===== src/rtl/mux_pipe_nto1.sv =====
`default_nettype none
// ============================================================================
//  Module   : mux_pipe_nto1
//  Brief    : Two-stage registered N-to-1 word multiplexer with valid/stall/
//             flush tracking and out-of-range select detection.
//  Revision : 1.0  initial release
// ============================================================================
module mux_pipe_nto1 #(
   parameter int WIDTH  = 32,
   parameter int N      = 16,
   parameter int SEL_W  = $clog2(N),
   parameter int GROUPS = (N + 3) / 4
) (
   input  logic                 clk,
   input  logic                 rst,
   input  logic [N*WIDTH-1:0]   din,
   input  logic [SEL_W-1:0]     sel,
   input  logic                 in_valid,
   input  logic                 stall,
   input  logic                 flush,
   output logic [WIDTH-1:0]     dout,
   output logic                 out_valid,
   output logic                 out_err
);

   // Upper select field is kept one bit wide when it would otherwise be empty.
   localparam int             c_UPW  = (SEL_W > 2) ? SEL_W - 2 : 1;
   localparam logic [SEL_W:0] c_NLIM = (SEL_W + 1)'(N);

   logic [WIDTH-1:0] w_words [GROUPS*4];
   logic [WIDTH-1:0] w_grp   [GROUPS];
   logic [1:0]       w_sel_lo;
   logic [c_UPW-1:0] w_sel_hi;
   logic             w_err;
   logic [WIDTH-1:0] w_s2;

   logic [WIDTH-1:0] r_s1_part [GROUPS];
   logic [c_UPW-1:0] r_s1_hi;
   logic             r_s1_valid;
   logic             r_s1_err;
   logic [WIDTH-1:0] r_dout;
   logic             r_out_valid;
   logic             r_out_err;

   generate
      for (genvar k = 0; k < GROUPS*4; k++) begin : g_word
         if (k < N) begin : g_real
            assign w_words[k] = din[k*WIDTH +: WIDTH];
         end else begin : g_pad
            assign w_words[k] = '0;
         end
      end

      if (SEL_W >= 2) begin : g_lo_full
         assign w_sel_lo = sel[1:0];
      end else begin : g_lo_short
         assign w_sel_lo = {1'b0, sel};
      end

      if (SEL_W > 2) begin : g_hi
         assign w_sel_hi = sel[SEL_W-1:2];
      end else begin : g_nohi
         assign w_sel_hi = '0;
      end

      for (genvar g = 0; g < GROUPS; g++) begin : g_grp
         assign w_grp[g] = w_sel_lo[1]
                         ? (w_sel_lo[0] ? w_words[4*g+3] : w_words[4*g+2])
                         : (w_sel_lo[0] ? w_words[4*g+1] : w_words[4*g]);
      end
   endgenerate

   assign w_err = ({1'b0, sel} >= c_NLIM);

   always_comb begin
      w_s2 = '0;
      for (int g = 0; g < GROUPS; g++) begin
         if (r_s1_hi == c_UPW'(g)) w_s2 = r_s1_part[g];
      end
   end

   // Data follows stall only; valid/err additionally obey flush, which wins.
   always_ff @(posedge clk or posedge rst) begin
      if (rst) begin
         for (int g = 0; g < GROUPS; g++) r_s1_part[g] <= '0;
         r_s1_hi     <= '0;
         r_s1_valid  <= 1'b0;
         r_s1_err    <= 1'b0;
         r_dout      <= '0;
         r_out_valid <= 1'b0;
         r_out_err   <= 1'b0;
      end else begin
         if (!stall) begin
            for (int g = 0; g < GROUPS; g++) r_s1_part[g] <= w_grp[g];
            r_s1_hi <= w_sel_hi;
            r_dout  <= r_s1_err ? '0 : w_s2;
         end
         if (flush) begin
            r_s1_valid  <= 1'b0;
            r_s1_err    <= 1'b0;
            r_out_valid <= 1'b0;
            r_out_err   <= 1'b0;
         end else if (!stall) begin
            r_s1_valid  <= in_valid;
            r_s1_err    <= w_err;
            r_out_valid <= r_s1_valid;
            r_out_err   <= r_s1_err;
         end
      end
   end

   assign dout      = r_dout;
   assign out_valid = r_out_valid;
   assign out_err   = r_out_err;

endmodule
`default_nettype wire


===== config.mk =====
export PLATFORM = sky130hd
export DESIGN_NAME = mux_pipe_nto1
export DESIGN_NICKNAME = d
export VERILOG_FILES = /design/src/rtl/mux_pipe_nto1.sv
export SDC_FILE = /design/constraint.sdc
export NUM_CORES = 1
export LEC_CHECK = 0
export ABC_AREA = 1
export CAP_MARGIN = 20
export CORE_AREA = 2 2 214 216
export CTS_CLUSTER_DIAMETER = 80
export DETAILED_ROUTE_END_ITERATION = 12
export DIE_AREA = 0 0 216 218
export PLACE_DENSITY = 0.62
export RECOVER_POWER = 25
export SLEW_MARGIN = 25
export SYNTH_ARGS = -nofsm -noshare
export SYNTH_HDL_FRONTEND = slang
export SYNTH_SLANG_ARGS = --single-unit

===== constraint.sdc =====
create_clock -name clk -period 15.7 [get_ports clk]
set_input_delay 1.57 -clock clk [delete_from_list [all_inputs] [get_ports clk]]
set_output_delay 1.57 -clock clk [all_outputs]
set_load 0.005 [all_outputs]

==> impl_metrics.py, run 1 <==
metrics = {
    "sta": {
        "rsz0062_at_grt": "no",
        "period_minus_slack_ps": 7183,
        "min_period_over_period": 0.4575,
        "setup_ws_ps": 8517,
        "skew_ps": 12.83,
        "tns_ps": 0,
        "finalMaxSlewViolations": 206,
        "hold_slack_ps": 477.0,
        "fmax_ghz": 0.1392,
        "finalSetupViolCount": 0,
        "finalHoldViolCount": 0,
        "slew_headroom": -2.305,
        "worst_slew_pin_slew_ps": 4958,
    },
    "drt": {
        "dr.pass1.iters": 5,
        "dr.first_iter.drc_count": 975,
        "via_per_inst": 4.449,
        "totalWireLength_um": 54630,
        "drc_errors": 0,
        "ant_nets": 0,
        "wl_per_cell_um": 15.78,
        "vias": 15400,
    },
    "yosys": {
        "synthesis.nets": 2926,
        "synth_edf_count": 0,
        "ys_warn_count": 0,
        "yosys_register_bits": 164,
        "synthCells": 2405,
        "syn_area_sq_um": 13200,
        "seq_area_frac_synth": 0.3108,
        "async_reset_ff_frac": 1.000,
        "synth_ff_type": "dfrtp_1",
        "synthDistinctLibCells": 18,
        "syn_avg_cell_area_sq_um": 5.490,
    },
    "die": {
        "coreArea_sq_um": 44890,
        "die_w_um": 216,
        "die-area_sq_um": 47090,
        "initial_core_util": 0.2941,
        "num_rows": 78,
        "fp.dieH_um": 218,
        "ios": 555,
    },
    "placed_design": {
        "place_area_sq_um": 18850,
        "place.port_buffers": 553,
        "placed_cells": 3429,
        "dp_hpwl_um": 41320,
        "place_ws_ps": 11640,
        "gp_congestion": 0.9299,
    },
    "setup_path": {
        "cp_data_required_time_ps": 16020,
        "cp_max_fo": 108,
        "crit_chain": "clkbuf_1, inv_4, buf_4, o31ai_1",
        "crit_path_end_kind": "register",
        "path_class": "in2reg",
        "path_buf_inv": 3,
        "cp.arrival_ps": 7500,
        "cpMaxStageDelayCell": "clkbuf_1",
        "path_delay_family": "buffers and inverters",
        "critical_path.max_stage_delay_ps": 3410,
        "start_kind": "input pin",
    },
    "layout": {
        "fin_cells": 3462,
        "mostFrequentLayoutCell": "nand2_1",
        "drive_above_1_share": 0.01922,
        "area_growth_syn_to_layout_pct": 47.36,
        "nNetsFinal": 3369,
        "final_cell_area_sq_um": 19450,
        "final_cell_mix": "1155 x nand2_1, 549 x clkdlybuf4s50_1, 514 x inv_1, 322 x nand3_1, 162 x dfrtp_1",
    },
    "status": {
        "violations": "capacitance limit, slew limit",
        "status": "finished with violations",
    },
    "power_and_ir_drop": {
        "power_frac_clock": 0.318,
        "comb_power_share": 0.317,
        "p_per_area_nw_per_um2": 72.29,
        "swShare": 0.3208,
        "vdd_drop_max_mv": 0.06099,
        "internal_power_uw": 955.2,
        "pwr-share-seq": 0.366,
        "power.leakage_uw": 0.01123,
        "power.net_switching_uw": 451.2,
    },
    "cts": {
        "cts_resized": 0,
        "cts_made_buffers": 17,
        "cts.sinks": 164,
        "cts_tree": "yes",
        "root_buffer": "clkbuf_16",
        "clockBufferDepth": 2,
        "cts_hold_buf": 0,
        "post-cts-setup-buffers": 0,
        "htreeDepth": 4,
        "worstSkewPairLatency_ps": 420,
        "clk_pin_slew_worst_paths_ps": 70,
    },
    "global_routing": {
        "grt_pass1_vias": 15070,
        "grt_first_pass_wirelength_um": 83720,
        "antenna_found_initial": 1,
        "grtUsageTotal": 0.2266,
        "grt.overflow.total": 0,
        "grt_max_degree": 135,
    },
    "flow_run": {
        "cap_violations": 2,
    },
    "worst_hold_path": {
        "hold_class": "reg2reg",
    },
}
## final timing paths
check | start | endpoint | slack, ps | cells after the start
worst min register to register | r_s1_part[68] | r_s1_part[68] | 480 | 2
worst max-delay path | stall | r_s1_valid | 8520 | 4
min in group asynchronous | rst | r_s1_part[5] | 2920 | 2
max in group asynchronous | rst | r_s1_hi[0] | 10310 | 3
worst max register to register | r_s1_hi[0] | dout[15] | 13470 | 7
worst min-delay path | r_s1_part[68] | r_s1_part[68] | 480 | 2
## area by class of cell
class	instances	area, sq um
inverters	520	1966
clock buffers	19	442.9
flip-flops and latches	164	4106
repair buffers	566	5632
well taps	600	750.7
multi-input cells	1579	6382
clock inverters	13	172.7
fillers	4839	25440
diodes	1	2.502
## cells in the mapped netlist (2+ instances only)
master / n / area, sq um
o21ai_1: 22 / 110.1
buf_1: 6 / 22.52
o21ai_0: 12 / 60.06
o31ai_1: 2 / 15.01
clkbuf_1: 38 / 142.6
buf_6: 9 / 101.4
nor2_1: 64 / 240.2
inv_1: 515 / 1933
nand2_1: 1155 / 4335
nand3_1: 322 / 1612
inv_2: 4 / 15.01
dfrtp_1: 164 / 4104
buf_2: 72 / 360.4
buf_4: 16 / 120.1
## cell families (layout without fill, tap and decap cells)
group,after synthesis,count (layout),synth area share
AND/OR/NAND/NOR,1542,1542,0.4691
buffers and inverters,662,1118,0.2057
flip-flops,164,164,0.3108
AO/OA/AOI/OAI,36,36,0.01403
other,1,2,0.0002840
## sequential cells by signal, summed over array words and instances (netlist names)
register,cells
dout,32
r_s1_hi,2
r_s1_part,128
out_valid,1
r_s1_valid,1
## through the flow
step | util | total power [uW]
3_5_place_dp | 0.4199 | 968.4
5_1_grt | 0.4334 | 1494
2_1_floorplan | - | 719.9
6_report | 0.4334 | 1406
3_3_place_gp | 0.4198 | 966.0
4_1_cts | 0.4336 | 1423
## worst register-to-register path: cells and delay by family, from the launching register on
kind	cells	cell delay, ps
buffers and inverters	2	640
DFF	1	390
and+or+nand+nor	5	1140
## power groups by stage
stage | combinational, uW | sequential (uW) | clock [uW]
3_3_place_gp | 445 | 521 | 0
5_1_grt | 497 | 521 | 476
4_1_cts | 450 | 514 | 459
3_5_place_dp | 447 | 521 | 0
6_report | 445 | 514 | 447
2_1_floorplan | 211 | 509 | 0
## routing by layer
metal	track usage	share of wire	vias up	wire (um)
met5	0	0	-	0
met1	0.3023	0.45	7069	24670
met3	0.03082	0.053	48	2902
li1	-	-	7835	-
met4	0.06050	0.020	0	1113
met2	0.3845	0.47	452	25940
(Power assumes the default switching activity.)
==> inputs of run 2 (changes only) <==
Settings changed: CORE_AREA 2 2 214 216 to 2 2 217 219, DIE_AREA 0 0 216 218 to 0 0 219 221, PLACE_DENSITY 0.62 to 0.61.
Clock period 15.7 ns to 7.1 ns, I/O delays scaled along.
==> run 2 against run 1 <==
Critical path depth is 1 higher. Clock power is 120% higher. The flow still finishes with violations (capacitance limit, slew limit). Flip-flop and latch count stayed put. Utilization is 1.0 points lower. Via count is 0.11% lower. Critical path type unchanged.
==> impl_metrics.py, run 2 (same netlist as run 1, synthesis figures left out) <==
metrics = {
    "status": {
        "status": "finished with violations",
        "violations": "capacitance limit, slew limit",
    },
    "sta": {
        "tns_ps": 0,
        "rsz0062_at_grt": "no",
        "worst_slew_pin_slew_ps": 2411,
        "min_period_over_period": 0.5495,
        "setup_ws_ps": 3199,
        "skew_ps": 15.49,
        "finalSetupViolCount": 0,
        "fmax_ghz": 0.2563,
        "period_minus_slack_ps": 3901,
        "finalHoldViolCount": 0,
        "finalMaxSlewViolations": 63,
        "hold_slack_ps": 477.0,
        "slew_headroom": -0.6163,
    },
    "drt": {
        "via_per_inst": 4.434,
        "wl_per_cell_um": 15.37,
        "drc_errors": 0,
        "dr.pass1.iters": 5,
        "ant_nets": 0,
        "totalWireLength_um": 53320,
        "vias": 15390,
        "dr.first_iter.drc_count": 900,
    },
    "cts": {
        "clk_pin_slew_worst_paths_ps": 60,
        "cts.sinks": 164,
        "post-cts-setup-buffers": 0,
        "cts_resized": 0,
        "clockBufferDepth": 2,
        "htreeDepth": 4,
        "cts_made_buffers": 17,
        "cts_tree": "yes",
        "root_buffer": "clkbuf_16",
        "cts_hold_buf": 0,
        "worstSkewPairLatency_ps": 420,
    },
    "setup_path": {
        "cp_data_required_time_ps": 7400,
        "path_buf_inv": 3,
        "path_delay_family": "buffers and inverters",
        "cp_max_fo": 73,
        "cp.arrival_ps": 4200,
        "path_class": "in2reg",
        "start_kind": "input pin",
        "cpMaxStageDelayCell": "clkinvlp_2",
        "crit_path_end_kind": "register",
        "crit_chain": "buf_6, clkinvlp_2, buf_4, nand2_1, nand2_1",
        "crit_top_cell": "nand2_1",
        "critical_path.max_stage_delay_ps": 1840,
    },
    "power_and_ir_drop": {
        "p_per_area_nw_per_um2": 159.8,
        "power.leakage_uw": 0.01125,
        "vdd_drop_max_mv": 0.1169,
    },
    "layout": {
        "nNetsFinal": 3371,
        "postLayoutCoreUtil": 0.4230,
        "diodes": 0,
        "largest_register": "r_s1_part",
        "final_cell_mix": "1155 x nand2_1, 549 x clkdlybuf4s50_1, 514 x inv_1, 322 x nand3_1, 162 x dfrtp_1",
        "drive_above_1_share": 0.01956,
        "mostFrequentLayoutCell": "nand2_1",
        "area_growth_syn_to_layout_pct": 47.59,
        "largest_reg_flops": 128,
    },
    "global_routing": {
        "grt.overflow.total": 0,
        "grt_pass1_vias": 15210,
        "grt_max_degree": 170,
        "grtUsageTotal": 0.2166,
        "antenna_found_initial": 2,
        "grt_first_pass_wirelength_um": 82880,
    },
    "die": {
        "ios": 555,
        "die_w_um": 219,
        "num_rows": 79,
        "die-area_sq_um": 48400,
        "fp.dieH_um": 221,
        "coreArea_sq_um": 46060,
        "initial_core_util": 0.2866,
    },
    "worst_hold_path": {
        "hold_class": "reg2reg",
    },
    "placed_design": {
        "place.port_buffers": 553,
        "gp_congestion": 0.9277,
        "place_ws_ps": 3959,
        "dp_hpwl_um": 40960,
    },
    "flow_run": {
        "cap_violations": 1,
    },
}
-- run 2: routing by layer --
metal | track usage | wire length, um
met5 | 0 | 16
met1 | 0.2816 | 23510
met2 | 0.3828 | 26220
met4 | 0.03945 | 634
met3 | 0.02969 | 2945
-- run 2: area by class of cell --
cell class | instances | area (sq um)
fill | 4999 | 26580
multi-input combinational | 1579 | 6382
timing repair buffer | 568 | 5650
sequential | 164 | 4106
inverter | 520 | 1971
tap | 607 | 759.5
clock buffer | 20 | 436.7
clock inverter | 12 | 180.2
-- run 2: path summary, 6_finish.rpt --
path	start	to	slack, ps	cells past startpoint
max in group asynchronous	rst	r_s1_hi[1]	4780	3
min in group asynchronous	rst	r_s1_part[71]	920	2
max reg2reg	r_s1_hi[0]	dout[13]	5070	7
max	stall	r_s1_part[41]	3200	5
min reg2reg	r_s1_part[22]	r_s1_part[22]	480	2
min	r_s1_part[22]	r_s1_part[22]	480	2
-- run 2: metrics by stage --
stage | std cells | area (sq um) | total power, uW
after floorplan | 2405 | 13200 | 1592
after global placement | 3438 | 18870 | 2135
after detailed placement | 3438 | 18870 | 2139
after CTS | 3470 | 19490 | 3152
after global routing | 3470 | 19490 | 3308
final | 3470 | 19490 | 3113
-- run 2: power breakdown --
part / switching, uW / total (uW) / leakage (uW) / internal (uW)
sequential: 77.9 / 1130 / 0.00202 / 1050
combinational: 495 / 980 / 0.00893 / 485
clock: 409 / 1000 / 0.000295 / 592
total: 982 / 3110 / 0.0112 / 2130
-- run 2: worst register-to-register path, stage by stage, from the launching register on --
cell and delay (ps):
dfrtp_2 390, buf_4 290, nor2_2 400, buf_4 360
nand2_1 170, nand3_1 210, nand2_1 70, nand2_1 60
==> inputs of run 3 (changes only) <==
Settings changed: CORE_AREA 2 2 217 219 to 2 2 214 216, DIE_AREA 0 0 219 221 to 0 0 216 218, PLACE_DENSITY 0.61 to 0.64.
Clock period 7.1 ns to 3.14 ns, I/O delays scaled along.
==> run 3 against run 2 <==
The run now ends clean. Utilization grew 1.5 points. First-iteration DRC count is 10% higher. Clock power increased by 130%. Non-clock buffer count increased by 5. Register-to-register slack worse by 3700 ps. Global-route usage rose by 1.9 points. Largest cell class unchanged. Sequential share of layout area fell by 0.19 points. Die area down 2.7%. Critical path type is now reg2reg. Design area is 0.89% higher. Critical path depth increased by 2. Flip-flop and latch count stayed put.
==> impl_metrics.py, run 3 (same netlist as run 1, synthesis figures left out) <==
metrics = {
    "power_and_ir_drop": {
        "comb_power_share": 0.309,
        "power.net_switching_uw": 2323,
        "swShare": 0.3237,
        "power.leakage_uw": 0.01133,
        "power_frac_clock": 0.326,
        "internal_power_uw": 4853,
        "vdd_drop_max_mv": 0.2847,
        "pwr-share-seq": 0.365,
        "p_per_area_nw_per_um2": 365.0,
    },
    "die": {
        "die-area_sq_um": 47090,
        "num_rows": 78,
        "coreArea_sq_um": 44890,
        "initial_core_util": 0.2941,
        "ios": 555,
        "die_w_um": 216,
        "fp.dieH_um": 218,
    },
    "drt": {
        "via_per_inst": 4.508,
        "dr.pass1.iters": 5,
        "totalWireLength_um": 56530,
        "dr.first_iter.drc_count": 994,
        "wl_per_cell_um": 16.30,
        "vias": 15630,
        "drc_errors": 0,
        "ant_nets": 0,
    },
    "layout": {
        "area_growth_syn_to_layout_pct": 48.90,
        "final_cell_mix": "1155 x nand2_1, 549 x clkdlybuf4s50_1, 514 x inv_1, 322 x nand3_1, 162 x dfrtp_1",
        "largest_register": "r_s1_part",
        "postLayoutCoreUtil": 0.4379,
        "fin_cells": 3468,
        "largest_reg_flops": 128,
        "diodes": 0,
        "fillers": 4837,
        "mostFrequentLayoutCell": "nand2_1",
        "drive_above_1_share": 0.02232,
        "nNetsFinal": 3376,
    },
    "global_routing": {
        "grtUsageTotal": 0.2358,
        "grt_max_degree": 133,
        "grt.overflow.total": 0,
        "grt_first_pass_wirelength_um": 87260,
        "antenna_found_initial": 0,
        "grt_pass1_vias": 15490,
    },
    "cts": {
        "clk_pin_slew_worst_paths_ps": 70,
        "htreeDepth": 4,
        "worstSkewPairLatency_ps": 440,
        "root_buffer": "clkbuf_16",
        "cts.sinks": 164,
        "clockBufferDepth": 2,
        "cts_tree": "yes",
        "cts_resized": 0,
        "cts_hold_buf": 0,
        "cts_made_buffers": 17,
        "post-cts-setup-buffers": 0,
    },
    "sta": {
        "tns_ps": 0,
        "min_period_over_period": 0.5768,
        "worst_slew_pin_slew_ps": 889.9,
        "finalMaxSlewViolations": 0,
        "finalHoldViolCount": 0,
        "slew_headroom": 0.4067,
        "period_minus_slack_ps": 1811,
        "rsz0062_at_grt": "no",
        "skew_ps": 11.07,
        "fmax_ghz": 0.5522,
        "finalSetupViolCount": 0,
    },
    "setup_path": {
        "cp_max_fo": 31,
        "cp.arrival_ps": 2180,
        "path_class": "reg2reg",
        "cp_data_required_time_ps": 3510,
        "crit_path_end_kind": "register",
        "start_kind": "register",
    },
    "placed_design": {
        "dp_hpwl_um": 43220,
        "placed_cells": 3436,
        "place.port_buffers": 553,
        "gp_congestion": 0.9495,
    },
    "flow_run": {
        "cap_violations": 0,
    },
    "worst_hold_path": {
        "hold_class": "in2reg",
    },
    "status": {
        "status": "completed",
    },
}
[run 3: cell count changes in the layout (fill, tap and decap cells not counted), sizes merged]
| cell | before | now |
|---|---|---|
| clkinv | 5 | 2 |
| buf | 17 | 22 |
| clkbuf | 21 | 18 |
| clkinvlp | 3 | 2 |
| inv | 520 | 527 |
[run 3: per-stage QoR]
step / hold slack, ps / instance area, sq um / setup WS, ps / total power (uW)
5_1_grt: 293.7 / 19660 / 1178 / 7592
2_1_floorplan: 408.8 / 13210 / 741.2 / 3600
3_3_place_gp: 463.6 / 19020 / 1242 / 4877
6_report: 248.9 / 19660 / 1329 / 7176
4_1_cts: 272.3 / 19660 / 1296 / 7243
3_5_place_dp: 464.6 / 19020 / 1224 / 4888
[run 3: final timing paths]
path	startpoint	endpoint	slack [ps]	depth (start not counted)
min reg2reg	dout[4]	dout[4]	480	2
min	stall	r_s1_part[17]	250	3
max reg2reg	r_s1_hi[0]	dout[16]	1330	7
min in group asynchronous	rst	r_s1_part[2]	480	3
max	r_s1_hi[0]	dout[16]	1330	7
max in group asynchronous	rst	r_s1_hi[0]	1790	3
[run 3: final cells by class]
cell class / instances / area [sq um] / area share
clock buffers: 17 / 425.4 / 0.02164
clock inverters: 15 / 215.2 / 0.01095
inverters: 520 / 1966 / 0.09999
multi-input cells: 1579 / 6382 / 0.3247
flip-flops and latches: 164 / 4106 / 0.2089
well taps: 600 / 750.7 / 0.03819
repair buffers: 573 / 5813 / 0.2957
[run 3: worst max-delay path: stages, from the launching register on]
cell     delay [ps]
dfrtp_2         400
buf_4           220
nand2_1         250
buf_4           410
nor2_1           90
nor2_1          220
nand2_1          90
nand2_1          60
[run 3: power by group through the flow]
stage          Sequential [uW]  Combinational [uW]  Clock, uW
3_5_place_dp              2660                2230          0
2_1_floorplan             2540                1060          0
5_1_grt                   2650                2480       2460
4_1_cts                   2620                2250       2380
3_3_place_gp              2660                2220          0
6_report                  2620                2220       2340
[run 3: routing by layer]
| metal | GRT usage | vias up | wire [um] |
|---|---|---|---|
| li1 | - | 7854 | - |
| met1 | 0.3160 | 7158 | 25830 |
| met2 | 0.3965 | 557 | 26230 |
| met3 | 0.03361 | 64 | 3172 |
| met4 | 0.06507 | 0 | 1302 |
| met5 | 0 | - | 0 |
